$ cat src/rtl/paddle_if.sv
// Frame-tick, encoder, ball and paddle-output signals shared between the paddle
// controller and its environment.
interface paddle_if;
  logic       vsync_pulse;
  logic [9:0] enc_pos;
  logic       enc_move;
  logic [9:0] ball_y;
  logic       ball_approach;
  logic       force_manual;
  logic [9:0] paddle_y;
  logic       auto_mode;
  logic       frame_done;

  modport slave (
    input  vsync_pulse, enc_pos, enc_move, ball_y, ball_approach, force_manual,
    output paddle_y, auto_mode, frame_done
  );

  modport master (
    output vsync_pulse, enc_pos, enc_move, ball_y, ball_approach, force_manual,
    input  paddle_y, auto_mode, frame_done
  );
endinterface

$ cat src/rtl/paddle_ctl.sv
// Paddle position controller: follows the encoder, hands over to a ball-tracking
// auto player after a run of idle frames, and glides back to the encoder on motion.
module paddle_ctl #(
  parameter int unsigned SCREENHEIGHT = 480,
  parameter int unsigned PADDLESIZE   = 64,
  parameter int unsigned IDLE_FRAMES  = 600,
  parameter int unsigned AI_STEP      = 4
) (
  input logic     clk,
  input logic     reset,
  paddle_if.slave bus
);

  typedef enum logic [1:0] {StManual, StAuto, StHandback} state_e;

  localparam logic signed [10:0] YMin    = 11'(PADDLESIZE / 2);
  localparam logic signed [10:0] YMax    = 11'(SCREENHEIGHT - PADDLESIZE / 2);
  localparam logic signed [10:0] Step    = 11'(AI_STEP);
  localparam logic        [9:0]  YMid    = 10'(SCREENHEIGHT / 2);
  localparam logic        [9:0]  IdleMax = 10'(IDLE_FRAMES);

  state_e     state_q, state_d;
  logic [9:0] paddle_q, paddle_d;
  logic [9:0] idle_q, idle_d;
  logic       moved_q, moved_d;
  logic       auto_q, auto_d;
  logic       done_q;
  logic       frame_moved;
  logic [9:0] target;

  function automatic logic [9:0] clamp(input logic signed [10:0] v);
    if (v < YMin) return 10'(YMin);
    if (v > YMax) return 10'(YMax);
    return 10'(v);
  endfunction

  // Move cur toward tgt by at most AI_STEP, in signed 11-bit so nothing wraps.
  function automatic logic [9:0] step_toward(input logic [9:0] cur, input logic [9:0] tgt);
    logic signed [10:0] c, t, diff, nxt;
    c    = $signed({1'b0, cur});
    t    = $signed({1'b0, tgt});
    diff = t - c;
    if (diff > Step)       nxt = c + Step;
    else if (diff < -Step) nxt = c - Step;
    else                   nxt = t;
    return clamp(nxt);
  endfunction

  assign frame_moved = moved_q | bus.enc_move;

  always_comb begin
    state_d  = state_q;
    paddle_d = paddle_q;
    idle_d   = idle_q;
    moved_d  = moved_q | bus.enc_move;
    auto_d   = auto_q;
    target   = bus.ball_approach ? bus.ball_y : YMid;

    if (bus.vsync_pulse) begin
      moved_d = 1'b0;
      if (frame_moved || bus.force_manual) idle_d = '0;
      else if (idle_q < IdleMax)           idle_d = idle_q + 10'd1;

      case (state_q)
        StManual: begin
          paddle_d = clamp($signed({1'b0, bus.enc_pos}));
          if (idle_d == IdleMax && !bus.force_manual) state_d = StAuto;
        end
        StAuto: begin
          // Motion or override hands back on this same tick, using the handback step.
          if (frame_moved || bus.force_manual) begin
            paddle_d = step_toward(paddle_q, bus.enc_pos);
            state_d  = (paddle_d == bus.enc_pos) ? StManual : StHandback;
          end else begin
            paddle_d = step_toward(paddle_q, target);
          end
        end
        StHandback: begin
          paddle_d = step_toward(paddle_q, bus.enc_pos);
          if (paddle_d == bus.enc_pos) state_d = StManual;
        end
        default: state_d = StManual;
      endcase

      auto_d = (state_d != StManual);
    end
  end

  always_ff @(posedge clk or posedge reset) begin
    if (reset) begin
      state_q  <= StManual;
      paddle_q <= YMid;
      idle_q   <= '0;
      moved_q  <= 1'b0;
      auto_q   <= 1'b0;
      done_q   <= 1'b0;
    end else begin
      state_q  <= state_d;
      paddle_q <= paddle_d;
      idle_q   <= idle_d;
      moved_q  <= moved_d;
      auto_q   <= auto_d;
      done_q   <= bus.vsync_pulse;
    end
  end

  assign bus.paddle_y   = paddle_q;
  assign bus.auto_mode  = auto_q;
  assign bus.frame_done = done_q;

endmodule

$ cat src/flat_wrapper.sv
// flat-port wrapper written by rule: the top's interface ports become plain ports
module paddle_ctl_flat 
#(
  parameter int unsigned SCREENHEIGHT = 480,
  parameter int unsigned PADDLESIZE   = 64,
  parameter int unsigned IDLE_FRAMES  = 600,
  parameter int unsigned AI_STEP      = 4
)
  (clk, reset, bus_vsync_pulse, bus_enc_pos, bus_enc_move, bus_ball_y, bus_ball_approach, bus_force_manual, bus_paddle_y, bus_auto_mode, bus_frame_done);
  paddle_if bus_i ();
  input logic clk;
  input logic reset;
  input wire logic [$bits(bus_i.vsync_pulse)-1:0] bus_vsync_pulse;
  input wire logic [$bits(bus_i.enc_pos)-1:0] bus_enc_pos;
  input wire logic [$bits(bus_i.enc_move)-1:0] bus_enc_move;
  input wire logic [$bits(bus_i.ball_y)-1:0] bus_ball_y;
  input wire logic [$bits(bus_i.ball_approach)-1:0] bus_ball_approach;
  input wire logic [$bits(bus_i.force_manual)-1:0] bus_force_manual;
  output wire logic [$bits(bus_i.paddle_y)-1:0] bus_paddle_y;
  output wire logic [$bits(bus_i.auto_mode)-1:0] bus_auto_mode;
  output wire logic [$bits(bus_i.frame_done)-1:0] bus_frame_done;
  assign bus_i.vsync_pulse = bus_vsync_pulse;
  assign bus_i.enc_pos = bus_enc_pos;
  assign bus_i.enc_move = bus_enc_move;
  assign bus_i.ball_y = bus_ball_y;
  assign bus_i.ball_approach = bus_ball_approach;
  assign bus_i.force_manual = bus_force_manual;
  assign bus_paddle_y = bus_i.paddle_y;
  assign bus_auto_mode = bus_i.auto_mode;
  assign bus_frame_done = bus_i.frame_done;
  paddle_ctl #(.SCREENHEIGHT(SCREENHEIGHT), .PADDLESIZE(PADDLESIZE), .IDLE_FRAMES(IDLE_FRAMES), .AI_STEP(AI_STEP)) u_core (.clk(clk), .reset(reset), .bus(bus_i));
endmodule
$ cat config.mk
export PLATFORM = sky130hd
export DESIGN_NAME = paddle_ctl_flat
export DESIGN_NICKNAME = d
export VERILOG_FILES = /design/src/rtl/paddle_if.sv /design/src/rtl/paddle_ctl.sv /design/src/flat_wrapper.sv
export SDC_FILE = /design/constraint.sdc
export NUM_CORES = 1
export LEC_CHECK = 0
export CORE_ASPECT_RATIO = 1.75
export CORE_MARGIN = 2
export CORE_UTILIZATION = 60
export DETAILED_ROUTE_END_ITERATION = 6
export GPL_ROUTABILITY_DRIVEN = 0
export PLACE_DENSITY = 0.8
export SYNTH_ARGS = -nofsm -noshare
export SYNTH_HDL_FRONTEND = slang
export SYNTH_SLANG_ARGS = --single-unit
$ cat constraint.sdc
create_clock -name clk -period 5.7 [get_ports clk]
set_clock_uncertainty 0.15 [all_clocks]
set_input_delay 1.14 -clock clk [delete_from_list [all_inputs] [get_ports clk]]
set_output_delay 1.14 -clock clk [all_outputs]
set_load 0.02 [all_outputs]
# After elaboration in Yosys (flattened, before gate mapping)
# Index checks and enable logic that the tools add are counted.
totals:
  in_bits: 26
  regBits: 25
  word_cells: 115
op_classes:
  n_eq_ne: 5
  reduce_logical: 7
  order_cmp: 13
  bitwise: 1
  mux: 78
  addsub: 5
op_table:
  columns: ["op", "n"]
  rows:
  - ["$mux 10", 26]
  - ["$mux 11", 12]
  - ["$gt 11x10->1 const B", 3]
  - ["$lt 11x7->1 const B", 3]
  - ["$mux 1", 33]
  - ["$pmux 10 s3", 1]
  - ["$gt 11x4->1 const B", 2]
  - ["$lt 11x3->1 const B", 2]
  - ["$sub 10x10->11", 2]
  - ["$eq 10x10->1", 2]
  - ["$add 10x3->11 const B", 1]
  - ["$sub 10x3->11 const B", 1]
  - ["$add 10x1->10 const B", 1]
  - ["$eq 10x10->1 const B", 1]
  - ["$gt 10x9->1 const B", 1]
  - ["$lt 10x10->1 const B", 1]
  - ["$lt 10x6->1 const B", 1]
  - ["$mux 2", 5]
  - ["$pmux 2 s3", 1]
  - ["$reduce_bool 3->1", 1]
  - ["$eq 2x1->1 const B", 1]
  - ["$eq 2x2->1 const B", 1]
  - ["$logic_not 2->1", 1]
  - ["$reduce_and 2->1", 1]
  - ["other kinds (5)", 5]

# Logic depth before layout (Yosys ltp)
# Gate-level depths: netlist of the first run.
depth:
  depth_word: 27
  depth_mapped: 19

# Worst setup path after synthesis of the first run
# No wires, ideal clock.
synth_timing:
  path_type: "input-to-reg"
  startpoint: "input bus_enc_pos[0]"
  endpoint: "register u_core.auto_q, in the netlist u_core.bus.auto_mode"
  arrival_ps: 4997
  path_buffers: 1
  path_slack_ps: 427
  stages: 17
  path_cell_list: "inv_1 -> ha_1 -> inv_1 -> fa_1 -> a211oi_4 -> nor4b_2 -> o41a_4 -> or3_4 -> o21ai_0 -> a22oi_1 -> o22ai_1 -> and2_1 -> buf_2 -> mux2_1 -> nor4_2 -> o311ai_1 -> a221o_1"
synth_between:
  elab_chain_len: 24
  word_cells_on_any_way: 49
  cone_classes: "1 x add/sub; 6 x order compare; 2 x eq/ne; 39 x mux; 1 x reduce/logical"
synth_lines:
  columns: ["item", "line_no", "source"]
  rows:
  - ["from (decl)", "flat_wrapper.sv:14", "input wire logic [$bits(bus_i.enc_pos)-1:0] bus_enc_pos;"]
  - ["$sub 10x10->11", "paddle_ctl.sv:42", "diff = t - c;"]
  - ["$lt 11x3->1", "paddle_ctl.sv:44", "else if (diff < -Step) nxt = c - Step;"]
  - ["$mux 11", "paddle_ctl.sv:44", null]
  - ["$mux 11", "paddle_ctl.sv:43", "if (diff > Step) nxt = c + Step;"]
  - ["$mux 11", "paddle_ctl.sv:71", "if (frame_moved || bus.force_manual) begin"]
  - ["$mux 11", "paddle_ctl.sv:64", "case (state_q)"]
  - ["$mux 11", "paddle_ctl.sv:59", "if (bus.vsync_pulse) begin"]
  - ["$gt 11x10->1", "paddle_ctl.sv:33", "if (v > YMax) return 10'(YMax);"]
  - ["(+8 left out)", null, null]
  - ["$mux 10", "paddle_ctl.sv:64", null]
  - ["$mux 10", "paddle_ctl.sv:59", null]
  - ["$eq 10x10->1", "paddle_ctl.sv:73", "state_d = (paddle_d == bus.enc_pos) ? StManual : StHandback;"]
  - ["$mux 2", "paddle_ctl.sv:73", null]
  - ["$mux 2", "paddle_ctl.sv:71", null]
  - ["$pmux 2 s3 (*)", "paddle_ctl.sv:64", null]
  - ["$mux 2 (*)", "paddle_ctl.sv:59", null]
  - ["$reduce_bool 2->1 (*)", "paddle_ctl.sv:85", "auto_d = (state_d != StManual);"]
  - ["to (signal assigned)", "paddle_ctl.sv:102", "auto_q <= auto_d;"]
  - ["to (decl)", "paddle_ctl.sv:26", "logic auto_q, auto_d;"]
# Mark *: on every way between the ends. The rest lies on a longest branch, timed or not. The select of a mux whose other input is x is not followed.
# A chain may end at the register's enable or synchronous reset.

# Worst setup path after layout of the first run
layout_timing:
  startpoint: "input bus_enc_pos[7]"
  endpoint: "register u_core.state_q[0]"
layout_between:
  elab_chain_len: 19
  word_cells_on_any_way: 25
  cone_classes: "1 x add/sub; 4 x order compare; 1 x eq/ne; 19 x mux"
layout_lines:
  columns: ["item", "line_no", "source"]
  rows:
  - ["$sub 10x10->11", "paddle_ctl.sv:42", null]
  - ["$lt 11x3->1", "paddle_ctl.sv:44", null]
  - ["$mux 11", "paddle_ctl.sv:44", null]
  - ["$mux 11", "paddle_ctl.sv:43", null]
  - ["$mux 11", "paddle_ctl.sv:64", null]
  - ["$mux 11", "paddle_ctl.sv:59", null]
  - ["$gt 11x10->1", "paddle_ctl.sv:33", null]
  - ["$mux 1 (2 in series)", "paddle_ctl.sv:33", null]
  - ["(+2 left out)", null, null]
  - ["$mux 10", "paddle_ctl.sv:34", "return 10'(v);"]
  - ["$mux 10", "paddle_ctl.sv:33", null]
  - ["$mux 10", "paddle_ctl.sv:64", null]
  - ["$mux 10", "paddle_ctl.sv:59", null]
  - ["$eq 10x10->1 (*)", "paddle_ctl.sv:80", "if (paddle_d == bus.enc_pos) state_d = StManual;"]
  - ["$mux 2 (*)", "paddle_ctl.sv:80", null]
  - ["$pmux 2 s3 (*)", "paddle_ctl.sv:64", null]
  - ["$mux 2 (*)", "paddle_ctl.sv:59", null]
  - ["to (signal assigned)", "paddle_ctl.sv:91", "state_q <= StManual;"]
  - ["to (signal assigned)", "paddle_ctl.sv:98", "state_q <= state_d;"]
  - ["to (decl)", "paddle_ctl.sv:22", "state_e state_q, state_d;"]
# Marks and branches as above.

==> results.md, run 1 <==
* Via count at around 5300
* Max Slew Vio Count at 0
* Total global routing overflow at 0
* Dpl ws at -0.272 ns
* Drt drc at 0
* Power per cell area at about 360 nW/µm²
* WL final at 16700 µm
* CP Cell Sequence: clkdlybuf4s50_1, ha_1, nand3_1, nor4b_4, o31ai_2, buf_4, a21o_1, buf_4, nor2_1, o21ai_1, a22oi_1, o22ai_1, buf_4, a32o_1, mux2_4, nor4_4, o311ai_2, a221o_1
* Hold bufs inserted after CTS at 0
* # fillers at about 580
* WL per Instance at approximately 23 µm
* Endpoints failing hold at 0
* Synth Cell Area at 4360 µm²
* Total GRT Usage at a little under half
* FMAX at roughly 0.18 GHz
* Seq/Total Area, Yosys at 14.5%
* Post-synth EDFFs at 0
* CP startpoint kind: primary input
* Antenna viol nets, final at 0
* Root buffer cell: clkbuf_16
* Die Y at about 120 µm
* Crit. End Element: flop
* CP arrival at roughly 5.6 ns
* Setup WS post-layout at around 0.12 ns
* CP max FO at 7
* Fin crit period at about 5.6 ns
* Slew at the pin closest to its max-slew limit at around 1.1 ns
* Min-Delay Path Class: reg2reg
* Slowest cell on crit path: clkdlybuf4s50_1
* Final core utilization at 74.8%
* Period utilisation layout at between 90% and 100%
* Area grow syn2layout at 22.2%
* Post-DP Area at between 5000 and 6000 µm²
* Syn. warnings at 0
* Max-cap violations at 0
* Row cnt at 41
* Status: complete, no violations
* Ys async rst share at 100%
* 1st-pass router iterations at 5
* PortBufs at 37
* Tot Pwr at between 1500 and 2000 µW
* Fin nets at 710
* Core area at between 7000 and 8000 µm²
* Crit path kind: in2reg
* Design area at about 5300 µm²
* CTS tree: built
* Vias per cell at a little over 7
* Largest cells by area after synthesis: dfrtp_1 (12%), ha_1 (7.7%), nand2_1 (4.6%)
* Vias in the first global route at between 5000 and 6000
* Num CTS Buffers at 3
* Clock Sinks at 25
* Htree depth at 1
* Starting Density at 61.2%
* Yosys top cell area share at 12.0%
* Mapped Cells at around 570
* Post-DP HPWL at roughly 12000 µm
* Crit path largest cell delay at ~0.54 ns
* IO Pins at 38
* First-pass GRT wire length at 26600 µm
* Synthesized Nets at about 630
* Yosys cell types at 95
* Synthesized flop and latch total at 25
* Hold_ws at a little over 0.4 ns
* Clock Path Buffers at 2
* Largest net degree at the start of global routing at 26
* Synth Flop Type: dfrtp_1
* Layout cell share with drive strength beyond 1 at approximately 17%
* ANT cells at 0
* Pleak at 0.00221 µW
* Die W at a little under 70 µm
* Die area at between 7000 and 8000 µm²
* VDD IR-drop max at 207 µV
* Syn Area/Cell at roughly 7.6 µm²
* Clk_lat worst skew at between 0.2 and 0.3 ns
* Area leader, netlist: dfrtp_1
* Detailed Route Iter0 Violations at ~620
* Headroom to the max-slew limit at between 20% and 30%
* CP required at between 5 and 6 ns
* Clock transition at the registers of the reported paths at around 0.070 ns
* Initial antenna violation count at 0
* Endpoints failing setup at 0
* CP most frequent cell: buf_4
## worst paths after layout
path / end / slack (ns) / cells after the start / start
worst min register to register: u_core.idle_q[1] / 0.41 / 2 / u_core.idle_q[1]
max in group asynchronous: u_core.idle_q[7] / 3.46 / 2 / reset
worst max register to register: u_core.bus.paddle_y[4] / 0.63 / 16 / u_core.bus.paddle_y[4]
min in group asynchronous: u_core.bus.paddle_y[2] / 1.29 / 2 / reset
worst min-delay path: u_core.idle_q[1] / 0.41 / 2 / u_core.idle_q[1]
worst max-delay path: u_core.state_q[0] / 0.12 / 18 / bus_enc_pos[7]
## worst max-delay path: cells and delay by family
family | cells | cell delay [ns]
AO/OA/AOI/OAI | 8 | 1.73
adder cells (fa/ha/maj) | 1 | 0.37
buffers and inverters | 4 | 1.07
multiplexers | 1 | 0.27
AND/OR/NAND/NOR | 4 | 1.00
## cells in the mapped netlist (7+ instances only)
master / n
ha_1: 27
o21a_1: 9
xor2_1: 10
o21ai_0: 32
nand4_1: 7
clkbuf_1: 12
nand3_1: 17
nor2b_1: 10
nand2b_1: 10
nor2_1: 52
a221o_1: 10
dfrtp_1: 21
mux2i_1: 8
nand2_1: 53
a21o_1: 16
nor3_1: 22
inv_1: 32
o31ai_1: 8
a21oi_1: 38
o22ai_1: 7
and3_1: 9
xnor2_1: 18
a31oi_1: 9
## power by group
part	internal (µW)	switching, µW
clock network	95.8	73.9
registers	206	54.3
logic	625	877
## registers in the layout (all words and copies together), names as in the netlist
name and count:
u_core.bus.paddle_y 10, u_core.idle_q 10, u_core.state_q 2, u_core.bus.auto_mode 1, u_core.bus.frame_done 1, u_core.moved_q 1
## layout by cell type, fill, tap and decap left out, types with 5 or more instances in the layout
cell type / n
inv_1: 31
xnor2_1: 18
nand3_1: 17
o211ai_1: 5
and2_1: 6
nor2_1: 51
xor2_1: 10
clkdlybuf4s50_1: 36
nand2b_1: 10
dfrtp_1: 21
a21o_1: 16
and3_1: 9
buf_4: 59
nand4_1: 7
a31oi_1: 9
ha_1: 26
nand2_1: 53
o21ai_0: 29
a221o_1: 10
mux2i_1: 8
a22o_1: 5
o22ai_1: 7
nor2b_1: 10
o21a_1: 9
nor3_1: 22
o31ai_1: 8
a21oi_1: 38
## final cells by class
| type | instances | area, µm² | area share, % |
|---|---|---|---|
| Multi-Input combinational cell | 496 | 3570 | 67.0 |
| Sequential cell | 25 | 631 | 11.8 |
| Tap cell | 86 | 108 | 2.02 |
| Clock inverter | 1 | 7.51 | 0.141 |
| Timing Repair Buffer | 96 | 816 | 15.3 |
| Inverter | 33 | 124 | 2.32 |
| Clock buffer | 3 | 75.1 | 1.41 |
## timing repair
item                                    CTS  global route
gates cloned                              0             0
resized for setup                         2            13
endpoints found under the setup margin    2             8
pin swaps                                 0            12
setup buffers                             0             9
## through the flow
stage	cells	TNS [ns]
6_report	740	0
5_1_grt	740	-0.426
4_1_cts	731	0
3_5_place_dp	727	-0.985
3_3_place_gp	727	-0.139
2_1_floorplan	574	0
## cells by family after synthesis
kind of cell	share of synthesized area, %
simple gates	27.3
compound gates	35.3
buf+inv	4.99
xor+xnor	6.00
fa+ha+maj	8.66
flops	14.5
mux	3.21
## routing by layer
| layer | track usage [%] | part of all wire [%] |
|---|---|---|
| met1 | 43.9 | 32 |
| met2 | 71.8 | 50 |
| met3 | 20.3 | 8.8 |
| met4 | 37.5 | 9.1 |
| met5 | 0.694 | 0 |
(Power assumes the default switching activity.)
==> run 2: changes to the inputs <==
--- a/config.mk
+++ b/config.mk
@@ -10,7 +10,7 @@
 export CORE_UTILIZATION = 60
 export DETAILED_ROUTE_END_ITERATION = 6
 export GPL_ROUTABILITY_DRIVEN = 0
-export PLACE_DENSITY = 0.8
+export PLACE_DENSITY_LB_ADDON = 0.2
 export SYNTH_ARGS = -nofsm -noshare
 export SYNTH_HDL_FRONTEND = slang
 export SYNTH_SLANG_ARGS = --single-unit
==> run 2 against run 1 <==
  * The flow now finishes with violations (design-rule violations)
  * Largest power group unchanged
  * Sequential share of layout area increased by 0.12 points
  * Utilization decreased by 0.77 points
  * Die area is the same
  * Routed wire length is 4.8% lower
  * Maximum frequency rose by 1.3%
  * Power is 2.1% lower
  * Final area down 1.0%
==> results.md, run 2 (same netlist as run 1, synthesis figures left out) <==
* Crit path largest cell delay at 0.50 ns (-0.04 ns)
* Die W at 68.5 µm (unchanged)
* Area grow syn2layout at 21.0%
* Post-DP HPWL at 12300 µm (-1.1%)
* WL per Instance at 21.6 µm (-4.1%)
* Commonest non-fill, non-tap cell in the layout: buf_4
* Internal power at 913 µW (-1.5%)
* Non-Filler Instances at 735 (-0.68%)
* Power share of the combinational group at 77.4% (-0.3 points)
* 1st-pass router iterations at 7 (+2)
* Die area at 7990 µm² (unchanged)
* Clock Sinks at 25 (unchanged)
* Crit path kind: in2reg
* CP arrival at 5.53 ns (-0.06 ns)
* FMAX at 0.181 GHz (+1.3%)
* DP Cell Count at 728 (+0.14%)
* Endpoints failing hold at 0 (unchanged)
* Core area at 7130 µm² (unchanged)
* CTS tree: built
* Num CTS Buffers at 3 (unchanged)
* Tot Pwr at 1890 µW (-2.1%)
* Headroom to the max-slew limit at 26.6% (-0.42 points)
* Clk_lat worst skew at 0.28 ns (about the same)
* Via count at 5256 (-0.81%)
* First-pass GRT wire length at 26300 µm (-1.4%)
* Starting Density at 61.2% (unchanged)
* CP most frequent cell: inv_1
* Total GRT Usage at 44.1% (-1.3 points)
* Failing checks: design-rule violations
* Power per cell area at 359 nW/µm² (-1.1%)
* NetSw at 978 µW (-2.6%)
* Worst Path Buf+Inv at 3 (-1)
* Fin nets at 705 (-0.70%)
* Htree depth at 1 (unchanged)
* Setup WS post-layout at 0.187 ns (+0.0716 ns)
* Largest net degree at the start of global routing at 26 (unchanged)
* Clock transition at the registers of the reported paths at 0.07 ns (about the same)
* CP Cell Sequence: clkdlybuf4s50_1, inv_1, ha_1, inv_1, fa_2, a211oi_4, nor4b_2, o41a_4, or3_4, o21ai_4, o221ai_1, a311o_1, a32o_1, mux2_4, nor4_2, o311ai_2, a221o_1
* Clock Power Share at 9.0% (+0.2 points)
* Layout cell share with drive strength beyond 1 at 16.9% (-0.48 points)
* Row cnt at 41 (unchanged)
* Drt drc at 1 (+1)
* Antenna viol nets, final at 0 (unchanged)
* Detailed Route Iter0 Violations at 563 (-8.8%)
* Slowest cell on crit path: o41a_4
* Vias in the first global route at 5236 (-0.38%)
* Vias per cell at 7.15 (-0.14%)
* Sw Ratio at 51.7% (-0.30 points)
* CP startpoint kind: primary input
* IO Pins at 38 (unchanged)
* Root buffer cell: clkbuf_16
* Fin crit period at 5.51 ns (-0.0716 ns)
* Initial antenna violation count at 0 (unchanged)
* Sequential fraction of design power at 13.6% (about the same)
* Status: finished with violations
* ANT cells at 0 (unchanged)
* WL final at 15900 µm (-4.8%)
* Total global routing overflow at 0 (unchanged)
* Clock Path Buffers at 2 (unchanged)
* Period utilisation layout at 96.7% (-1.3 points)
* Final core utilization at 74.0% (-0.77 points)
* Most frequent cells in the layout: buf_4 (54), nand2_1 (53), nor2_1 (50)
* Die Y at 117 µm (unchanged)
* Endpoints failing setup at 0 (unchanged)
* Min-Delay Path Class: reg2reg
* CP max FO at 5 (-2)
* Max-cap violations at 0 (unchanged)
* Dpl ws at -0.166 ns (+0.107 ns)
* Max Slew Vio Count at 0 (unchanged)
* Pleak at 0.00217 µW (-1.9%)
* Crit. End Element: flop
* Slew at the pin closest to its max-slew limit at 1.10 ns (+0.0116 ns)
* Hold_ws at 0.379 ns (-0.0273 ns)
* Hold bufs inserted after CTS at 0 (unchanged)
* PortBufs at 37 (unchanged)
* VDD IR-drop max at 241 µV (+16%)
* CP required at 5.71 ns (about the same)
* CP top delay family: compound AO/OA/AOI/OAI gates
-- run 2: cell types whose count changed in the layout (fill, tap and decap cells not counted), sizes merged --
| cell | previous run | this run |
|---|---|---|
| clkinvlp | 1 | 2 |
| dlymetal6s2s | 1 | 0 |
| clkinv | 1 | 0 |
| clkdlybuf4s50 | 36 | 37 |
| buf | 59 | 54 |
-- run 2: area by class of cell --
| cell class | count | area [µm²] |
|---|---|---|
| clock buffer | 3 | 75.1 |
| clock inverter | 1 | 7.51 |
| fill | 574 | 1850 |
| inverter | 33 | 128 |
| multi-input combinational | 496 | 3550 |
| sequential | 25 | 631 |
| tap | 86 | 108 |
| timing repair buffer | 91 | 776 |
-- run 2: path summary, 6_finish.rpt --
path	endpoint	depth (start not counted)	slack [ns]	from
hold / removal	u_core.moved_q	2	0.38	u_core.moved_q
hold reg to reg	u_core.moved_q	2	0.38	u_core.moved_q
min in group asynchronous	u_core.bus.paddle_y[2]	2	1.29	reset
setup / recovery	u_core.state_q[0]	17	0.19	bus_enc_pos[0]
max in group asynchronous	u_core.bus.paddle_y[8]	2	3.44	reset
setup reg to reg	u_core.state_q[0]	16	0.36	u_core.bus.paddle_y[4]
-- run 2: power groups by stage --
stage	Clock (µW)	Sequential, µW	Combinational [µW]
6_report	171	257	1460
5_1_grt	178	259	1580
4_1_cts	168	253	1380
3_5_place_dp	0	256	1380
3_3_place_gp	0	255	1340
2_1_floorplan	0	263	926
-- run 2: stage by stage --
step                      instance area [µm²]  setup TNS [ns]
after detailed placement                 5130          -0.666
after global routing                     5280         -0.0498
final                                    5280               0
after floorplan                          4360               0
after CTS                                5210               0
after global placement                   5130         -0.0732
-- run 2: worst reg2reg max path, delay by kind of cell, from the launching register on --
family / cells / cell delay, ns
compound gates: 6 / 1.46
simple gates: 5 / 1.05
flops: 1 / 0.75
buf+inv: 2 / 0.61
fa+ha+maj: 1 / 0.54
mux: 1 / 0.35
xor+xnor: 1 / 0.31
-- run 2: routing by layer --
layer / track usage (%) / up-vias / routed length (µm)
li1: - / 2352 / -
met1: 42.3 / 2439 / 5070
met2: 71.5 / 334 / 8020
met3: 18.4 / 131 / 1360
met4: 35.7 / 0 / 1430
met5: 0 / - / 0
-- run 2: repair_timing --
item	4_1_cts	5_1_grt
buffers inserted	0	3
gates resized for setup	0	14
endpoints found under the setup margin	0	9
